### src/rtl/fifo_pkg.sv
// Shared FIFO package: pointer-width helper and default geometry/thresholds
// used by both the single-clock and the dual-clock FIFOs.
package fifo_pkg;

  localparam int unsigned DEF_WIDTH     = 8;
  localparam int unsigned DEF_DEPTH     = 16;
  // Almost-full fires this many entries below Depth; almost-empty at this count.
  localparam int unsigned DEF_AF_MARGIN = 2;
  localparam int unsigned DEF_AE_THRESH = 2;

  // Ceiling log2 for elaboration-time sizing (clog2(1) = 0).
  function automatic int unsigned clog2(input int unsigned n);
    int unsigned r;
    int unsigned v;
    r = 0;
    v = n - 1;
    while (v > 0) begin
      r = r + 1;
      v = v >> 1;
    end
    return r;
  endfunction

endpackage

### src/rtl/fifo_mem_2p.sv
// Register-array storage for the FIFO.
// Ports:
//   clk_i      write clock
//   we_i       write enable
//   waddr_i    write index
//   wdata_i    write data
//   raddr_i    read index
//   rd_data_c  combinational (asynchronous) read data
// Contents are deliberately not reset.
module fifo_mem_2p
  import fifo_pkg::*;
#(
  parameter int unsigned Width = DEF_WIDTH,
  parameter int unsigned Depth = DEF_DEPTH
) (
  input  logic                    clk_i,
  input  logic                    we_i,
  input  logic [clog2(Depth)-1:0] waddr_i,
  input  logic [Width-1:0]        wdata_i,
  input  logic [clog2(Depth)-1:0] raddr_i,
  output logic [Width-1:0]        rd_data_c
);

  logic [Width-1:0] mem_q [Depth];

  // Synchronous write port
  always_ff @(posedge clk_i) begin
    if (we_i) begin
      mem_q[waddr_i] <= wdata_i;
    end
  end

  // Asynchronous read port
  assign rd_data_c = mem_q[raddr_i];

endmodule

### src/rtl/sync_fifo_param.sv
// Single-clock parametrised FIFO with almost-full/almost-empty thresholds,
// occupancy count and sticky overflow/underflow flags.
// Build option: define SYNC_FIFO_FWFT_EN for first-word fall-through reads;
// otherwise Data_out is loaded on the edge a read is accepted.
// Ports:
//   Clk, Rst_n                         clock, async active-low reset
//   Wr_en, Data_in                     write request / data
//   Wr_Full, Wr_Almost_Full            write-side status
//   Rd_en, Data_out                    read request (pop) / data
//   Rd_Empty, Rd_Almost_Empty          read-side status
//   Count                              occupancy 0..Depth
//   Overflow, Underflow, Clr_err       sticky errors and their clear
// All status outputs are registers loaded from next-state values, so there is
// no combinational path from Wr_en/Rd_en to any output.
module sync_fifo_param
  import fifo_pkg::*;
#(
  parameter int unsigned Width     = DEF_WIDTH,
  parameter int unsigned Depth     = DEF_DEPTH,
  parameter int unsigned AF_Thresh = Depth - DEF_AF_MARGIN,
  parameter int unsigned AE_Thresh = DEF_AE_THRESH
) (
  input  logic                      Clk,
  input  logic                      Rst_n,
  input  logic                      Wr_en,
  input  logic [Width-1:0]          Data_in,
  output logic                      Wr_Full,
  output logic                      Wr_Almost_Full,
  input  logic                      Rd_en,
  output logic [Width-1:0]          Data_out,
  output logic                      Rd_Empty,
  output logic                      Rd_Almost_Empty,
  output logic [clog2(Depth):0]     Count,
  output logic                      Overflow,
  output logic                      Underflow,
  input  logic                      Clr_err
);

  localparam int unsigned Addr_w = clog2(Depth);
  localparam int unsigned Ptr_w  = Addr_w + 1;

  typedef logic [Ptr_w-1:0] ptr_t;

  // Full when pointers differ only in the wrap bit
  localparam ptr_t FullXor = ptr_t'(1) << Addr_w;

  ptr_t             wr_ptr_q, wr_ptr_d;
  ptr_t             rd_ptr_q, rd_ptr_d;
  ptr_t             count_q,  count_d;
  logic             full_q,   full_d;
  logic             empty_q,  empty_d;
  logic             afull_q,  afull_d;
  logic             aempty_q, aempty_d;
  logic             ovf_q,    ovf_d;
  logic             udf_q,    udf_d;
  logic [Width-1:0] data_q,   data_d;

  logic              wr_acc;
  logic              rd_acc;
  logic [Addr_w-1:0] mem_raddr;
  logic [Width-1:0]  mem_rdata;

  assign wr_acc = Wr_en & ~full_q;
  assign rd_acc = Rd_en & ~empty_q;

  fifo_mem_2p #(
    .Width (Width),
    .Depth (Depth)
  ) u_mem (
    .clk_i     (Clk),
    .we_i      (wr_acc),
    .waddr_i   (wr_ptr_q[Addr_w-1:0]),
    .wdata_i   (Data_in),
    .raddr_i   (mem_raddr),
    .rd_data_c (mem_rdata)
  );

  // Pointer, count and flag next-state
  always_comb begin
    wr_ptr_d = wr_ptr_q;
    rd_ptr_d = rd_ptr_q;
    count_d  = count_q;
    ovf_d    = ovf_q;
    udf_d    = udf_q;

    if (wr_acc) wr_ptr_d = wr_ptr_q + ptr_t'(1);
    if (rd_acc) rd_ptr_d = rd_ptr_q + ptr_t'(1);

    if (wr_acc && !rd_acc)      count_d = count_q + ptr_t'(1);
    else if (rd_acc && !wr_acc) count_d = count_q - ptr_t'(1);

    full_d   = ((wr_ptr_d ^ rd_ptr_d) == FullXor);
    empty_d  = (wr_ptr_d == rd_ptr_d);
    afull_d  = (count_d >= Ptr_w'(AF_Thresh));
    aempty_d = (count_d <= Ptr_w'(AE_Thresh));

    // Set has priority over clear
    if (Wr_en && full_q) ovf_d = 1'b1;
    else if (Clr_err)    ovf_d = 1'b0;

    if (Rd_en && empty_q) udf_d = 1'b1;
    else if (Clr_err)     udf_d = 1'b0;
  end

`ifdef SYNC_FIFO_FWFT_EN
  // Look ahead at the next head; bypass Data_in when the head is the word
  // being written this cycle. Hold while empty so Data_out stays 0 after reset.
  always_comb begin
    mem_raddr = rd_ptr_d[Addr_w-1:0];
    data_d    = data_q;
    if (!empty_d) begin
      if (wr_acc && (rd_ptr_d == wr_ptr_q)) data_d = Data_in;
      else                                  data_d = mem_rdata;
    end
  end
`else
  // Registered read: load the head word on the accepting edge
  always_comb begin
    mem_raddr = rd_ptr_q[Addr_w-1:0];
    data_d    = data_q;
    if (rd_acc) data_d = mem_rdata;
  end
`endif

  always_ff @(posedge Clk or negedge Rst_n) begin
    if (!Rst_n) begin
      wr_ptr_q <= '0;
      rd_ptr_q <= '0;
      count_q  <= '0;
      full_q   <= 1'b0;
      empty_q  <= 1'b1;
      afull_q  <= 1'b0;
      aempty_q <= 1'b1;
      ovf_q    <= 1'b0;
      udf_q    <= 1'b0;
      data_q   <= '0;
    end else begin
      wr_ptr_q <= wr_ptr_d;
      rd_ptr_q <= rd_ptr_d;
      count_q  <= count_d;
      full_q   <= full_d;
      empty_q  <= empty_d;
      afull_q  <= afull_d;
      aempty_q <= aempty_d;
      ovf_q    <= ovf_d;
      udf_q    <= udf_d;
      data_q   <= data_d;
    end
  end

  assign Wr_Full         = full_q;
  assign Wr_Almost_Full  = afull_q;
  assign Rd_Empty        = empty_q;
  assign Rd_Almost_Empty = aempty_q;
  assign Count           = count_q;
  assign Overflow        = ovf_q;
  assign Underflow       = udf_q;
  assign Data_out        = data_q;

endmodule

### config.mk
export PLATFORM = sky130hd
export DESIGN_NAME = sync_fifo_param
export DESIGN_NICKNAME = d
export VERILOG_FILES = /design/src/rtl/fifo_pkg.sv /design/src/rtl/fifo_mem_2p.sv /design/src/rtl/sync_fifo_param.sv
export SDC_FILE = /design/constraint.sdc
export NUM_CORES = 1
export LEC_CHECK = 0
export ABC_CLOCK_PERIOD_IN_PS = 2000
export CAP_MARGIN = 20
export CORE_UTILIZATION = 55
export DETAILED_ROUTE_END_ITERATION = 7
export GPL_TIMING_DRIVEN = 0
export HOLD_SLACK_MARGIN = 0.03
export MAX_ROUTING_LAYER = met4
export PLACE_DENSITY_LB_ADDON = 0.12
export SYNTH_ARGS = -nofsm -noshare
export SYNTH_HDL_FRONTEND = slang
export SYNTH_SLANG_ARGS = --single-unit
### constraint.sdc
create_clock -name Clk -period 2 [get_ports Clk]
set_clock_uncertainty 0.05 [all_clocks]
set_input_delay 0.2 -clock Clk [delete_from_list [all_inputs] [get_ports Clk]]
set_output_delay 0.2 -clock Clk [all_outputs]
set_load 0.005 [all_outputs]
# --- Word-level counts from Yosys, hierarchy flattened ---
# Memory sizes are Yosys's and may differ from the RTL's. A register that Yosys moved wholly into a read port is not among the register bits.
# Cells that the tools add are included.
classes:
  n_addsub: 4
  n_lt_le_gt_ge: 2
  n_eq_ne: 2
  n_mux: 9
  bitwise_logic: 5
  n_reduce_logical: 9
op_table:
  columns: ["operator", "n"]
  rows:
  - ["5-bit 2-to-1 mux", 4]
  - ["5-bit by 1-bit adder with 5-bit output (second input constant)", 3]
  - ["5-bit == test", 1]
  - ["5-bit == test (second input constant)", 1]
  - ["5-bit by 4-bit >= comparator with 1-bit output (second input constant)", 1]
  - ["5-bit by 2-bit less-or-equal comparator with 1-bit output (second input constant)", 1]
  - ["1-bit 2-to-1 mux", 5]
  - ["5-bit by 1-bit subtractor with 5-bit output (second input constant)", 1]
  - ["5-bit XOR", 1]
  - ["1-bit logical AND", 4]
  - ["2-bit nonzero test", 2]
  - ["1-bit logical NOT", 3]
  - ["1-bit bitwise AND", 2]
  - ["1-bit NOT", 2]
totals:
  reg_bits: 21
  mem_bits_rw: 128
  in_bits: 13
  out_inout_bits: 19
  wordCells: 41
  n_memories: 1
mem_list:
  columns: ["name", "depth", "width", "rd", "rd_ports_with_merged_regs", "wr", "line", "rtl"]
  rows:
  - ["u_mem.mem_q", 16, 8, 1, 1, 1, "fifo_mem_2p.sv:24", "logic [Width-1:0] mem_q [Depth];"]

# --- Longest topological paths before layout ---
logic_depth:
  word_depth: 7
  mapped_depth: 7
  depth_no_buf: 6

# --- Cells and area by module ---
# Synthesis repeated with hierarchy kept, for this count alone.
hier_totals:
  hier_cells: 342
  hier_area_um2: 6301.0
modules_own_cells:
  columns: ["module", "n_inst", "cells_per_inst", "area_per_inst_um2", "seq_area_each_um2"]
  rows:
  - ["fifo_mem_2p", 1, 221, 4987.3, 3843.7]
  - ["sync_fifo_param", 1, 121, 1313.8, 728.2]

# --- Least setup slack after synthesis ---
# No wires, ideal clock.
synth_path:
  path_kind: "register to register"
  start: "register full_q (netlist: Wr_Full)"
  end: "register empty_q (netlist: Rd_Empty)"
  setup_time_ns: 0.084
  arrival_time_ns: 1.705
  required_ns: 1.866
  path_slack_ns: 0.162
  path_stages_with_launch: 6
  path_buffers: 0
  synth_period_minus_slack_ns: 1.838
  path_cell_list: "dfrtp_1 -> nand3b_1 -> nor2_1 -> xnor2_1 -> xnor2_1 -> nor3b_1"
synth_via:
  elab_chain_len: 4
synth_rtl:
  columns: ["element", "line", "rtl"]
  rows:
  - ["from (decl)", "sync_fifo_param.sv:50", "logic full_q, full_d;"]
  - ["from (signal assigned)", "sync_fifo_param.sv:141", "full_q <= full_d;"]
  - ["1-bit NOT", "sync_fifo_param.sv:63", "assign wr_acc = Wr_en & ~full_q;"]
  - ["1-bit bitwise AND", "sync_fifo_param.sv:63", null]
  - ["5-bit 2-to-1 mux", "sync_fifo_param.sv:86", "if (wr_acc) wr_ptr_d = wr_ptr_q + ptr_t'(1);"]
  - ["5-bit == test", "sync_fifo_param.sv:93", "empty_d = (wr_ptr_d == rd_ptr_d);"]
  - ["via empty_d", "sync_fifo_param.sv:51", "logic empty_q, empty_d;"]
  - ["to (signal assigned)", "sync_fifo_param.sv:142", "empty_q <= empty_d;"]
  - ["to (decl)", "sync_fifo_param.sv:51", null]
# The timed path passes the listed nets, and every way through them passes these cells.
# A chain may end at the register's enable or synchronous reset.

# --- Worst setup path in the final report ---
layout_path:
  start: "register full_q (netlist: Wr_Full)"
  end: "memory u_mem.mem_q[1][5] (netlist name) (enable)"
layout_via:
  elab_chain_len: 4
layout_rtl:
  columns: ["element", "line", "rtl"]
  rows:
  - ["1-bit NOT", "sync_fifo_param.sv:63", null]
  - ["1-bit bitwise AND", "sync_fifo_param.sv:63", null]
  - ["1-bit 2-to-1 mux", "fifo_mem_2p.sv:28", "if (we_i) begin"]
  - ["1-bit 2-to-1 mux (not written as such)", "fifo_mem_2p.sv:29", "mem_q[waddr_i] <= wdata_i;"]
  - ["to (decl)", "fifo_mem_2p.sv:24", null]
# No other way between the ends.

==> qor.yml <==
p_leak_uw: 0.00269
route.met3.wl_um: 749
routabilityCongestion: 0.774
ant_nets: 0
ys_warn_count: 0
die_w_um: 109
drc_errors: 0
cts_htree_levels: 4
hold_ws_ns: 0.101
path_clk_slew_ns: 0.06
grt_overflow_total: 0
hold_viol: 0
cts_sinks: 157
yosys.area.top_type: "edfxtp_1"
dp.cells: 549
violations: "setup timing"
grt_pass1_vias: 3525
maxCapViolations: 0
endpoint_kind: "register"
cts.root.buffer_cell: "clkbuf_16"
grt_max_degree: 21
status: "finished with violations"
cp.required_ns: 2.08
rows: 38
syn_nets: 393
cp-start-kind: "register"
hpwl_um: 8530
synth_area_leaders: "edfxtp_1 (61%), dfrtp_1 (11%), mux4_2 (5.7%)"
wl_met1_um: 5730
met2_length_um: 6390
cts_buffers: 17
tritoncts: "built"
grt_pass1_wl_um: 19800
cp_top_family: "simple AND/OR/NAND/NOR gates"
die_h_um: 109
post-place-ws_ns: -0.642
clk_latency_ns: 0.42
crit_slowest_cell: "nor3_1"
peakVddDrop_uv: 735
setup_slack_ns: -0.0507
instances_no_fill: 583
routed_wl_um: 13100
n_antenna_cell: 0
worst_pin_slew_ns: 0.820
nNetsFinal: 450
hold_path.class: "in -> async"
avgRoutedWirePerCell_um: 22.5
start_util_pct: 57.4
ys_ff_latch: 157
critPathKind: "reg -> reg"
drtIter0Drc: 259
vias: 3446
cp_data_arrival_time_ns: 2.13
period_needed_ns: 2.05
syn_area_per_cell_um2: 17.0
path_cells: "nor2b_4 -> buf_6 -> nand2_1 -> nor3_1 -> buf_4"
grt_usage_pct: 25.1
max_stage_delay_ns: 0.57
yosysSeqAreaShare_pct: 72.2
io_pins: 32
top_layer: "met4"
power_density_nw_per_um2: 1520
syn_to_final_growth_pct: 18.8
critPathMaxFanout: 9
yosysTopAreaCellShare_pct: 60.7
numPortBuffers: 31
grt_antenna_before_repair: 0
worstPathBufferInverterCount: 2
nFillCells: 752
max_slew_margin_pct: 45.1
layout-drive-gt1-share_pct: 21.2
synthCells: 373
netlist_area_um2: 6330
setup_violations: 28
rsz0062_at_grt: "yes"
clock_path_buffers: 2
dieArea_um2: 11900
via_per_inst: 5.91
drt_pass1_iterations: 5
holdBufCountCts: 0
min_period_over_period_pct: 103
core_um2: 11000
ys_types: 37
fmax_mhz: 488
drv_slew: 0
-- cell families after synthesis --
family	share of synthesized area, %
flip-flops	72.2
AND/OR/NAND/NOR	5.93
multiplexers	12.6
AO/OA/AOI/OAI	3.56
buffers and inverters	1.96
XOR/XNOR	2.35
adder cells (fa/ha/maj)	1.38
-- synth_stat cells --
library cell and number:
edfxtp_1 128, mux2i_1 32, dfrtp_1 27, nand3_1 19, nor2_1 18, a22oi_1 17
mux4_2 16, nand2_1 14, o21ai_0 11, xnor2_1 11, inv_1 8, mux2_2 8
ha_1 7, buf_2 6, nor3_1 6, xor2_1 6, nand2b_1 5, buf_1 4
clkbuf_1 4, buf_4 3, and3_1 2, dfstp_2 2, mux2_4 2, nand3b_1 2
nand4_1 2, nor2b_1 2, a2111oi_1 1, a21boi_0 1, a31o_2 1, and2b_4 1
and3b_1 1, buf_6 1, nor2b_4 1, nor3b_1 1, o31ai_1 1, o32ai_1 1
or3_1 1
-- through the flow --
step	area (um^2)	power [uW]	util (%)	setup TNS [ns]
2_1_floorplan	6330	6890	-	0
3_3_place_gp	6820	8140	61.8	-44.70
3_5_place_dp	6870	8240	62.3	-33.20
4_1_cts	7480	11400	67.9	-0.986
5_1_grt	7530	12000	68.2	-4.82
6_report	7530	11400	68.2	-0.611
-- area by class of cell --
type                       count  area, um^2  share of cell area [%]
sequential                   157        4580                    60.8
multi-input combinational    190        1680                    22.4
clock buffer                  20         437                    5.80
timing repair buffer          39         388                    5.15
tap                          140         175                    2.33
clock inverter                12         123                    1.63
buffer                        17         116                    1.55
inverter                       8        30.0                   0.399
-- path summary, 6_finish.rpt --
check                               endpoint  slack (ns)   startpoint  depth (start not counted)
max                        u_mem.mem_q[1][5]       -0.05      Wr_Full                          5
min                                 Overflow        0.10        Rst_n                          1
min reg2reg                      rd_ptr_q[4]        0.47  rd_ptr_q[4]                          2
max in group asynchronous    Rd_Almost_Empty        1.22        Rst_n                          2
max reg2reg                u_mem.mem_q[1][5]       -0.05      Wr_Full                          5
min in group Clk                   Underflow        0.34      Clr_err                          2
-- flip-flops by register name, summed over array words and instances, names as in the netlist --
| name | flops |
|---|---|
| Rd_Almost_Empty | 1 |
| Overflow | 1 |
| wr_ptr_q | 5 |
| rd_ptr_q | 5 |
| Data_out | 8 |
| Count | 5 |
| u_mem.mem_q | 128 |
| Underflow | 1 |
| Wr_Almost_Full | 1 |
| Rd_Empty | 1 |
| Wr_Full | 1 |
-- what timing repair did --
item	CTS	global route
setup buffers	2	1
resized for setup	13	13
endpoints found under the setup margin	28	75
pin swaps	1	0
-- layer usage --
metal  track usage [%]  vias to the layer above
li1                  -                     1555
met1              32.8                     1754
met2              38.1                      118
met3              6.28                       19
met4              10.4                        0
met5                 -                        -
-- power by group --
group	leakage, uW	total, uW	switching [uW]	internal (uW)
Combinational	0.000925	3880	2050	1820
Clock	0.000265	3050	1230	1820
Sequential	0.00150	4500	344	4150
-- cells in the final DEF, fill, tap and decap left out, drive strengths merged --
master,n
edfxtp,128
mux2i,32
clkdlybuf4s50,31
dfrtp,27
clkbuf,24
buf,21
nand3,19
nor2,18
a22oi,17
mux4,16
nand2,14
o21ai,11
xnor2,11
mux2,10
inv,8
ha,7
clkinv,7
xor2,6
nor3,6
nand2b,5
clkinvlp,3
nor2b,3
dfstp,2
and3,2
nand4,2
nand3b,2
bufinv,2
and2b,1
a21boi,1
o32ai,1
and3b,1
o31ai,1
or3,1
nor3b,1
a31o,1
a2111oi,1
(Power assumes the default switching activity.)
==> variant, RTL diff (same flow settings) <==
Build with the macro `SYNC_FIFO_FWFT_EN` defined.
--- a/src/rtl/sync_fifo_param.sv
+++ b/src/rtl/sync_fifo_param.sv
@@ -13,4 +13,6 @@
 // All status outputs are registers loaded from next-state values, so there is
 // no combinational path from Wr_en/Rd_en to any output.
+`define SYNC_FIFO_FWFT_EN
+
 module sync_fifo_param
   import fifo_pkg::*;
Behaviour: not the same (a bounded check fails within 4 cycles, from zero or initial values and one cycle with Rst_n low).
==> variant against the unedited design <==
- the flow still finishes with violations (negative setup slack)
- first-iteration DRC count up 56%
- area after synthesis grew 7.8%
- routed wire length increased by 24%
- via count up 27%
- power up 33%
- sequential cell count did not move
- worst setup slack got worse by 0.63 ns
- sequential power hardly changed
- design area grew 13%
- final cell count is 26% higher
- clock power up 5%
- critical endpoint is now Data_out[7]$_DFFE_PN0N_
==> variant: results (changes against the unedited design) <==
Route
  – Vias post-DR: 4391 (+27%)
  – DRT Wirelength: 16.3 mm (+24%)

Outcome
  – Violations in the final reports: negative setup slack
  – Run status: finished, violations left

Power
  – Final Power: 0.0152 W (+33%)
  – Maximum resistive drop on vdd: 0.962 mV (+31%)
  – Logic gate share of total power: 0.495 (+0.156)
  – Switching share of power: 0.367 (+0.0496)

Cells and area
  – Share of final layout cell area taken by clock buffers and inverters: 0.0687 (-0.00564)
  – Filler cell count: 788 (+4.8%)
  – Number of multi-input combinational cells: 274 (+44%)
  – Clock buffer cells: 26 (+30%)
  – Layout non-clock buf frac: 0.0972 (+0.0302)
  – Sequential cell count: 157 (unchanged)
  – Fraction of area in registers: 0.537 (-0.0706)
  – Share of the final layout cell area in multi-input gates: 0.266 (+0.0424)
  – Area added between synthesis and finish: 24.7%
  – Layout inverter count without the clock tree: 14 (+6)

Critical path
  – Crit path launch: rd_ptr_q[0]$_DFF_PN0_
  – Delay of the slowest cell on the worst path: 0.38 ns (-0.19 ns)
  – Crit-path max FO: 2 (-7)
  – CP top delay family: compound AO/OA/AOI/OAI gates
  – Arrival time reported for the critical path endpoint: 2.95 ns (+0.82 ns)

GRT
  – Maximum number of pins on one net before global-route repair: 18 (-14%)
  – First-pass GRT wire length: 24.3 mm (+22%)

Placed design
  – Placed cell area: 7420 um^2 (+8.0%)
  – Estimated wirelength of the detail-placed design: 10.1 mm (+18%)

Timing
  – Post-route setup slack: -0.685 ns (-0.634 ns)
  – Slew headroom: 0.470 (+0.0190)
  – Number of endpoints failing setup at the final stage: 10 (-64%)

Synthesis
  – Instance count of the mapped netlist: 471 (+26%)
variant: repair_timing:
item | in CTS | in global routing
pin swaps | 8 | 3
cloned | 1 | 1
hold buffers | 0 | 0
gates resized for setup | 44 | 20
buffers inserted | 16 | 12
setup endpoints to repair | 119 | 69
variant: worst reg2reg max path, delay by kind of cell, from the launching register on:
family / cells / cell delay [ns]
adder cells (fa/ha/maj): 1 / 0.32
buffers and inverters: 7 / 0.71
AO/OA/AOI/OAI: 5 / 0.94
AND/OR/NAND/NOR: 1 / 0.18
flip-flops: 1 / 0.38
variant: kinds of logic after synthesis:
kind of cell             synth area share
AO/OA/AOI/OAI                      0.0873
XOR/XNOR                           0.0319
adder cells (fa/ha/maj)            0.0128
buffers and inverters              0.0317
flip-flops                          0.670
multiplexers                       0.0818
AND/OR/NAND/NOR                    0.0847
variant: per-layer routing:
layer  wire length (um)  share of wire  vias to the layer above
li1                   -              -                     1959
met1               6700           0.41                     2223
met2               8300           0.51                      181
met3                958          0.059                       28
met4                352          0.022                        0
met5                  0              0                        -
